[config.mk]
export PLATFORM = sky130hd
export DESIGN_NAME = riscv_dmem_arbiter
export DESIGN_NICKNAME = d
export VERILOG_FILES = /design/src/rtl/riscv_dmem_arbiter.sv
export SDC_FILE = /design/constraint.sdc
export NUM_CORES = 1
export LEC_CHECK = 0
export ABC_AREA = 1
export CORE_AREA = 2 2 154 156
export DETAILED_ROUTE_END_ITERATION = 6
export DIE_AREA = 0 0 156 158
export GPL_TIMING_DRIVEN = 0
export PLACE_DENSITY = 0.49
export SYNTH_ARGS = -nofsm -noshare
export SYNTH_HDL_FRONTEND = slang
export SYNTH_SLANG_ARGS = --single-unit
[constraint.sdc]
create_clock -name clk -period 2.1 [get_ports clk]
set_clock_uncertainty 0.1 [all_clocks]
set_input_delay 0.42 -clock clk [delete_from_list [all_inputs] [get_ports clk]]
set_output_delay 0.42 -clock clk [all_outputs]
set_load 0.05 [all_outputs]
[src/rtl/riscv_dmem_arbiter.sv]
// Two-port LSU arbiter for the shared D-cache port.
// Optional build macro: RISCV_DMEM_ARB_FIXED_PRIO_EN.
`timescale 1ns/1ps
module riscv_dmem_arbiter #(
  parameter int OUTSTANDING = 2,
  parameter int TAG_W       = 11
) (
  input  logic             clk,
  input  logic             rst_n,
  input  logic [31:0]      req0_addr,
  input  logic [31:0]      req0_wdata,
  input  logic             req0_rd,
  input  logic [3:0]       req0_wr,
  input  logic             req0_cacheable,
  input  logic             req0_invalidate,
  input  logic             req0_writeback,
  input  logic             req0_flush,
  input  logic [TAG_W-1:0] req0_tag,
  output logic             req0_accept,
  output logic             req0_ack,
  output logic             req0_error,
  output logic             req0_load_fault,
  output logic             req0_store_fault,
  output logic [31:0]      req0_rdata,
  output logic [TAG_W-1:0] req0_resp_tag,
  input  logic [31:0]      req1_addr,
  input  logic [31:0]      req1_wdata,
  input  logic             req1_rd,
  input  logic [3:0]       req1_wr,
  input  logic             req1_cacheable,
  input  logic             req1_invalidate,
  input  logic             req1_writeback,
  input  logic             req1_flush,
  input  logic [TAG_W-1:0] req1_tag,
  output logic             req1_accept,
  output logic             req1_ack,
  output logic             req1_error,
  output logic             req1_load_fault,
  output logic             req1_store_fault,
  output logic [31:0]      req1_rdata,
  output logic [TAG_W-1:0] req1_resp_tag,
  output logic [31:0]      mem_addr,
  output logic [31:0]      mem_wdata,
  output logic             mem_rd,
  output logic [3:0]       mem_wr,
  output logic             mem_cacheable,
  output logic             mem_invalidate,
  output logic             mem_writeback,
  output logic             mem_flush,
  output logic [TAG_W-1:0] mem_req_tag,
  input  logic             mem_accept,
  input  logic             mem_ack,
  input  logic             mem_error,
  input  logic             mem_load_fault,
  input  logic             mem_store_fault,
  input  logic [31:0]      mem_rdata,
  input  logic [TAG_W-1:0] mem_resp_tag,
  output logic             spurious_ack
);

  localparam int PTR_W = (OUTSTANDING > 1) ? $clog2(OUTSTANDING) : 1;
  localparam int CNT_W = $clog2(OUTSTANDING + 1);
  localparam logic [CNT_W-1:0] CNT_MAX = CNT_W'(OUTSTANDING);
  localparam logic [PTR_W-1:0] PTR_MAX = PTR_W'(OUTSTANDING - 1);

  typedef enum logic {
    ST_OPEN,
    ST_LOCK
  } lock_e;

  lock_e lock_q, lock_d;
  logic  grant_q, grant_d;
  logic  spur_q, spur_d;
  logic [CNT_W-1:0]       cnt_q, cnt_d;
  logic [PTR_W-1:0]       wptr_q, wptr_d;
  logic [PTR_W-1:0]       rptr_q, rptr_d;
  logic [OUTSTANDING-1:0] fifo_q, fifo_d;
`ifndef RISCV_DMEM_ARB_FIXED_PRIO_EN
  logic last_q, last_d;
`endif

  logic live;
  logic act0, act1;
  logic full, empty;
  logic sel, gnt_vld, gnt_id;
  logic fwd, acc, pop, head_id;

  function automatic logic [PTR_W-1:0] inc(
    input logic [PTR_W-1:0] p
  );
    return (p == PTR_MAX) ? '0 : p + 1'b1;
  endfunction

  // Requester activity, round-robin or fixed pick, lock override
  always_comb begin
    live = ~rst_n;
    act0 = req0_rd | (|req0_wr) | req0_invalidate
         | req0_writeback | req0_flush;
    act1 = req1_rd | (|req1_wr) | req1_invalidate
         | req1_writeback | req1_flush;
    full  = (cnt_q == CNT_MAX);
    empty = (cnt_q == '0);
`ifdef RISCV_DMEM_ARB_FIXED_PRIO_EN
    sel = ~act0;
`else
    if (act0 && act1) sel = ~last_q;
    else              sel = act1;
`endif
    gnt_vld = (lock_q == ST_LOCK) | act0 | act1;
    gnt_id  = (lock_q == ST_LOCK) ? grant_q : sel;
    fwd     = live & gnt_vld & ~full;
    acc     = fwd & mem_accept;
    pop     = live & mem_ack & ~empty;
    head_id = fifo_q[rptr_q];
  end

  // Lock holds the grant while memory back-pressures
  always_comb begin
    lock_d  = lock_q;
    grant_d = grant_q;
    unique case (lock_q)
      ST_OPEN: begin
        if (fwd && !mem_accept) begin
          lock_d  = ST_LOCK;
          grant_d = gnt_id;
        end
      end
      ST_LOCK: begin
        if (acc) lock_d = ST_OPEN;
      end
      default: lock_d = ST_OPEN;
    endcase
  end

  // In-order ID FIFO bookkeeping and sticky spurious flag
  always_comb begin
    fifo_d = fifo_q;
    wptr_d = wptr_q;
    rptr_d = rptr_q;
    cnt_d  = cnt_q;
    spur_d = spur_q | (live & mem_ack & empty);
    if (acc) begin
      fifo_d[wptr_q] = gnt_id;
      wptr_d = inc(wptr_q);
    end
    if (pop) rptr_d = inc(rptr_q);
    unique case ({acc, pop})
      2'b10:   cnt_d = cnt_q + 1'b1;
      2'b01:   cnt_d = cnt_q - 1'b1;
      default: cnt_d = cnt_q;
    endcase
  end

`ifndef RISCV_DMEM_ARB_FIXED_PRIO_EN
  // Remember the last accepted requester for fairness
  always_comb begin
    last_d = last_q;
    if (acc) last_d = gnt_id;
  end
`endif

  // State registers with synchronous active-high reset
  always_ff @(posedge clk) begin
    if (rst_n) begin
      lock_q  <= ST_OPEN;
      grant_q <= 1'b0;
      spur_q  <= 1'b0;
      cnt_q   <= '0;
      wptr_q  <= '0;
      rptr_q  <= '0;
      fifo_q  <= '0;
`ifndef RISCV_DMEM_ARB_FIXED_PRIO_EN
      last_q  <= 1'b1;
`endif
    end else begin
      lock_q  <= lock_d;
      grant_q <= grant_d;
      spur_q  <= spur_d;
      cnt_q   <= cnt_d;
      wptr_q  <= wptr_d;
      rptr_q  <= rptr_d;
      fifo_q  <= fifo_d;
`ifndef RISCV_DMEM_ARB_FIXED_PRIO_EN
      last_q  <= last_d;
`endif
    end
  end

  // Forward the granted request; strobes quiet when not presented
  always_comb begin
    mem_addr      = req0_addr;
    mem_wdata     = req0_wdata;
    mem_req_tag   = req0_tag;
    mem_cacheable = req0_cacheable;
    mem_rd        = 1'b0;
    mem_wr        = 4'h0;
    mem_invalidate = 1'b0;
    mem_writeback = 1'b0;
    mem_flush     = 1'b0;
    if (fwd) begin
      if (gnt_id) begin
        mem_addr       = req1_addr;
        mem_wdata      = req1_wdata;
        mem_req_tag    = req1_tag;
        mem_cacheable  = req1_cacheable;
        mem_rd         = req1_rd;
        mem_wr         = req1_wr;
        mem_invalidate = req1_invalidate;
        mem_writeback  = req1_writeback;
        mem_flush      = req1_flush;
      end else begin
        mem_rd         = req0_rd;
        mem_wr         = req0_wr;
        mem_invalidate = req0_invalidate;
        mem_writeback  = req0_writeback;
        mem_flush      = req0_flush;
      end
    end
  end

  // Accepts and FIFO-head routed responses
  always_comb begin
    req0_accept      = acc & ~gnt_id;
    req1_accept      = acc & gnt_id;
    req0_ack         = pop & ~head_id;
    req1_ack         = pop & head_id;
    req0_error       = req0_ack & mem_error;
    req1_error       = req1_ack & mem_error;
    req0_load_fault  = req0_ack & mem_load_fault;
    req1_load_fault  = req1_ack & mem_load_fault;
    req0_store_fault = req0_ack & mem_store_fault;
    req1_store_fault = req1_ack & mem_store_fault;
    req0_rdata       = mem_rdata;
    req1_rdata       = mem_rdata;
    req0_resp_tag    = mem_resp_tag;
    req1_resp_tag    = mem_resp_tag;
    spurious_ack     = spur_q;
  end

endmodule
* Word-level counts from Yosys, hierarchy flattened
Index checks and enable logic that the tools add are counted.
Operators by class: order comparisons 3, bitwise gates (word level) 34, add/sub/neg operators 4, reductions and logical operators 9, equality and inequality tests 3, muxes and demuxes 31
Operators by type and width (count):
- $mux W32 | 4
- $mux W11 | 2
- $mux W1 | 19
- $and A1 B1 Y1 | 16
- $or A1 B1 Y1 | 11
- $mux W4 | 2
- $reduce_or A4 Y1 | 2
- $not A1 Y1 | 7
- $eq A2 B2 Y1 const B | 2
- $lt A1 B2 Y1 const B | 2
- $pmux W2 S2 | 1
- $logic_and A1 B1 Y1 | 3
- $add A1 B1 Y1 const B | 2
- $add A2 B1 Y2 const B | 1
- $bwmux W2 | 1
- $eq A2 B1 Y1 const B | 1
- $logic_not A2 Y1 | 1
- $pmux W1 S2 | 1
- $reduce_and A2 Y1 | 1
- $reduce_bool A2 Y1 | 1
- $sub A2 B1 Y2 const B | 1
- $demux W1 S1 | 1
- $ge A1 B1 Y1 const B | 1
- $logic_not A1 Y1 | 1
Word-level totals: word-level logic and storage cells 92, flip-flop bits (word level) 10, bits of input ports 218

* Depth between registers and ports, before layout
depth after elaboration 12, mapped depth 12, depth with buffers taken out 12

* Least setup slack after synthesis
OpenSTA, ideal clock, no wires.
kind input -> output, start point input rst_n, end point output req0_error, slack -0.673 ns, stages 5, arrival 2.253 ns, data required time 1.580 ns, cells stage by stage inv_1 -> o211ai_1 -> nor2_1 -> inv_1 -> nor2_1
Between the ends: word-level cells in the longest chain between the ends 5
Ends and longest elaborated chain:
- from (decl) | RTL line 9 | input logic rst_n,
- $not A1 Y1 | RTL line 96 | live = ~rst_n;
- $and A1 B1 Y1 (2 in a row) | RTL line 113 | pop = live & mem_ack & ~empty;
- $and A1 B1 Y1 | RTL line 225 | req0_ack = pop & ~head_id;
- named net req0_ack | RTL line 20 | output logic req0_ack,
- $and A1 B1 Y1 | RTL line 227 | req0_error = req0_ack & mem_error;
- to (decl) | RTL line 21 | output logic req0_error,
The timed path passes the listed nets, and every way through them passes these cells.

* Final worst setup path
start point input req1_wr[0], end point output mem_wdata[11]
Between the ends: word-level cells in the longest chain between the ends 10
Ends and longest elaborated chain:
- from (decl) | RTL line 29 | input logic [3:0] req1_wr,
- $reduce_or A4 Y1 (*) | RTL line 99 | act1 = req1_rd | (|req1_wr) | req1_invalidate
- $or A1 B1 Y1 (*) (2 in a row) | RTL line 99
- $or A1 B1 Y1 (*) (2 in a row) | RTL line 100 | | req1_writeback | req1_flush;
- $logic_and A1 B1 Y1 | RTL line 106 | if (act0 && act1) sel = ~last_q;
- $mux W1 | RTL line 106
- $mux W1 | RTL line 110 | gnt_id = (lock_q == ST_LOCK) ? grant_q : sel;
- $mux W32 | RTL line 201 | if (gnt_id) begin
- $mux W32 (*) | RTL line 200 | if (fwd) begin
- to (decl) | RTL line 43 | output logic [31:0] mem_wdata,
Every way passes the cells marked *; elsewhere a longest branch is shown, timed or not.

==> impl_metrics.yaml <==
yosys:
  synth_cell_type_count: 21
  seq_area_frac_synth: 0.0843
  synth_top_cell_area_share: 0.387
  synth_nets: 676
  avgSynthCellArea_um2: 5.19
  syn_inst: 457
  ys_seq_elements: 10
  synth.largest_area_cell: "nand2_1"
  yosys-top-cells-area: "nand2_1 (39%), buf_4 (28%), dfxtp_1 (8.4%)"
  yosysWarnings: 0
  syn_area_um2: 2370
placement:
  place.gp.congestion: 0.719
  numPlacedInstances: 1102
  portBuffers: 355
  dpl_cell_area_um2: 6570
  post-dp-hpwl_mm: 12.9
clock_tree:
  ctsHoldBuffers: 0
  cts-root-buf: "clkbuf_16"
  cts_buffers: 3
  cts_num_sinks: 10
  clkTransAtPathRegs_ns: 0.04
  clock_latency_ns: 0.23
  clockBufferDepth: 2
  cts-htree-levels: 1
  cts_tree: "yes"
die:
  ios: 399
  std_cell_rows: 56
  die_x_um: 156
  dieHeight_um: 158
  dieArea_um2: 24600
  core_area_um2: 23100
  start_util: 0.103
pwr:
  power.share.clock: 0.091
  pwr-share-comb: 0.847
  leakage_uw: 0.00370
  p_switching_uw: 1790
  p_int_uw: 1800
  p_per_area_nw_per_um2: 438
  p_sw_frac: 0.499
  peakVddDrop_v: 0.000208
  seq_power_share: 0.061
worst_setup_path:
  r2r-end: "cnt_q[1]$_SDFFE_PP0P_"
  crit_end: "mem_wdata[11]"
  cp-start-kind: "input pin"
  crit_chain: "clkdlybuf4s15_2 -> nor2_2 -> nand2_2 -> nor2_4 -> nor2_4 -> o21ai_4 -> nor2_4 -> buf_6 -> buf_12 -> buf_8 -> buf_8 -> nand2_2 -> nand2_2 -> buf_8"
  cp-end-kind: "output port"
  crit_required_ns: 1.58
  cp.arrival_ns: 1.93
  regToRegSetupSlack_ns: -0.08
  cpPeakStageDelay_ns: 0.19
  crit_start: "req1_wr[0]"
  path_max_fanout: 6
  reg2regPathDepth: 15
  slowest_stage: "clkdlybuf4s15_2"
  path_class: "in2out"
global_routing:
  overflow: 0
  grt_antenna_before_repair: 0
  track_usage: 0.112
  grt_max_degree: 11
  busiest_layer: "met2"
  grt_pass1_wl_mm: 21.6
  first_global_vias: 3677
  globalRouteMet2Util: 0.207
  met1_usage: 0.135
  met3_usage: 0.0276
finish:
  diodes: 0
  nFillCells: 2361
  drive_above_1_share: 0.523
  register_area_um2: 201
  design_area_um2: 8210
  syn_to_final_growth_pct: 246
  final_common_cell: "clkdlybuf4s50_1"
  final_cells: 1142
  multi_input_area_um2: 2290
  layout_common_cells: "clkdlybuf4s50_1 (243), buf_4 (123), nand2_1 (104)"
  nets: 1073
detailed_routing:
  wl_mm: 16.1
  vias_per_cell: 3.52
  drcViolationCount: 0
  dr.pass1.iters: 4
  final_antenna_net_count: 0
  routedWlPerCell_um: 14.1
  drtIter0Drc: 95
  vias: 4024
sta:
  tightest_slew_ns: 0.524
  min_period_over_period: 1.17
  finalSetupViolations: 87
  max_freq_mhz: 407
  hold_violations: 0
  finalCriticalPeriod_ns: 2.45
  whs_ns: 0.353
  layout_setup_ws_ns: -0.354
  max-slew-margin-rel: 0.649
  maxSlewViolCount: 0
  rsz0062_at_grt: "yes"
run_status:
  status: "finished, violations left"
  violations: "setup timing"
hold_path:
  hold_path.class: "in2reg"
run:
  drv_cap: 0
critical path, delay by kind of cell:
kind                   cells  cell delay, ns
AOI/OAI and AO/OA          1            0.08
buffers and inverters      6            0.86
and+or+nand+nor            7            0.55
state kept, by name, summed over array words and instances (netlist names), named ones only:
signal	count
grant_q	1
fifo_q	2
spurious_ack	1
last_q	1
cnt_q	2
rptr_q	1
wptr_q	1
cells by family (layout without fill, tap and decap cells):
group,after synthesis,in the layout,share of synthesized area
AND/OR/NAND/NOR,298,298,0.487
AO/OA/AOI/OAI,24,24,0.0622
flip-flops,10,10,0.0843
buffers and inverters,124,519,0.361
adder cells (fa/ha/maj),1,1,0.00527
worst min path at each step:
stage	start	to	slack, ns	depth (start not counted)
after floorplan	last_q$_SDFFE_PP1N_	last_q$_SDFFE_PP1N_	0.33	2
after global placement	spurious_ack$_SDFF_PP0_	spurious_ack$_SDFF_PP0_	0.34	2
after detailed placement	spurious_ack$_SDFF_PP0_	spurious_ack$_SDFF_PP0_	0.35	2
after CTS	spurious_ack$_SDFF_PP0_	spurious_ack$_SDFF_PP0_	0.36	2
after global routing	rst_n	flop	0.36	2
final	rst_n	flop	0.35	2
Yosys cell counts:
cell type / count
a21oi_1: 7
a21oi_4: 1
buf_2: 7
buf_4: 90
buf_6: 6
dfxtp_1: 10
ha_1: 1
inv_1: 19
inv_2: 2
nand2_1: 245
nand2_2: 2
nand3_1: 1
nand4_1: 4
nor2_1: 41
nor2_2: 2
nor2_4: 2
nor3_1: 1
o211ai_1: 1
o21ai_0: 13
o21ai_4: 1
o21bai_1: 1
per-layer routing:
metal / wire length [um] / part of all wire
met5: 0 / 0
met4: 97 / 0.0060
met3: 1320 / 0.082
met2: 8460 / 0.53
met1: 6240 / 0.39
power groups by stage:
stage	combinational, uW	sequential [uW]	clock, uW
after floorplan	1500	228	0
after global placement	2470	221	0
after detailed placement	2470	221	0
after CTS	2900	219	335
after global routing	3180	222	348
final	3040	220	329
per-stage QoR:
| step | total power [uW] | utilization | setup TNS, ns | setup slack, ns |
|---|---|---|---|---|
| after floorplan | 1730 | - | -0.579 | -0.134 |
| after global placement | 2690 | 0.285 | -130.39 | -1.54 |
| after detailed placement | 2690 | 0.285 | -130.67 | -1.56 |
| after CTS | 3460 | 0.334 | -26.92 | -0.379 |
| after global routing | 3750 | 0.356 | -31.60 | -0.431 |
| final | 3590 | 0.356 | -24.08 | -0.354 |
final cells by class:
class | count | area share
inverters | 21 | 0.0119
well taps | 290 | 0.0442
flip-flops and latches | 10 | 0.0245
plain buffers | 103 | 0.109
multi-input cells | 323 | 0.279
clock buffers | 3 | 0.00915
repair buffers | 392 | 0.522
what timing repair did:
item | CTS | global route
setup buffers | 18 | 13
resized for setup | 921 | 99
gates cloned | 6 | 2
setup endpoints to repair | 96 | 96
pin swaps | 36 | 24
(Power assumes the default switching activity.)
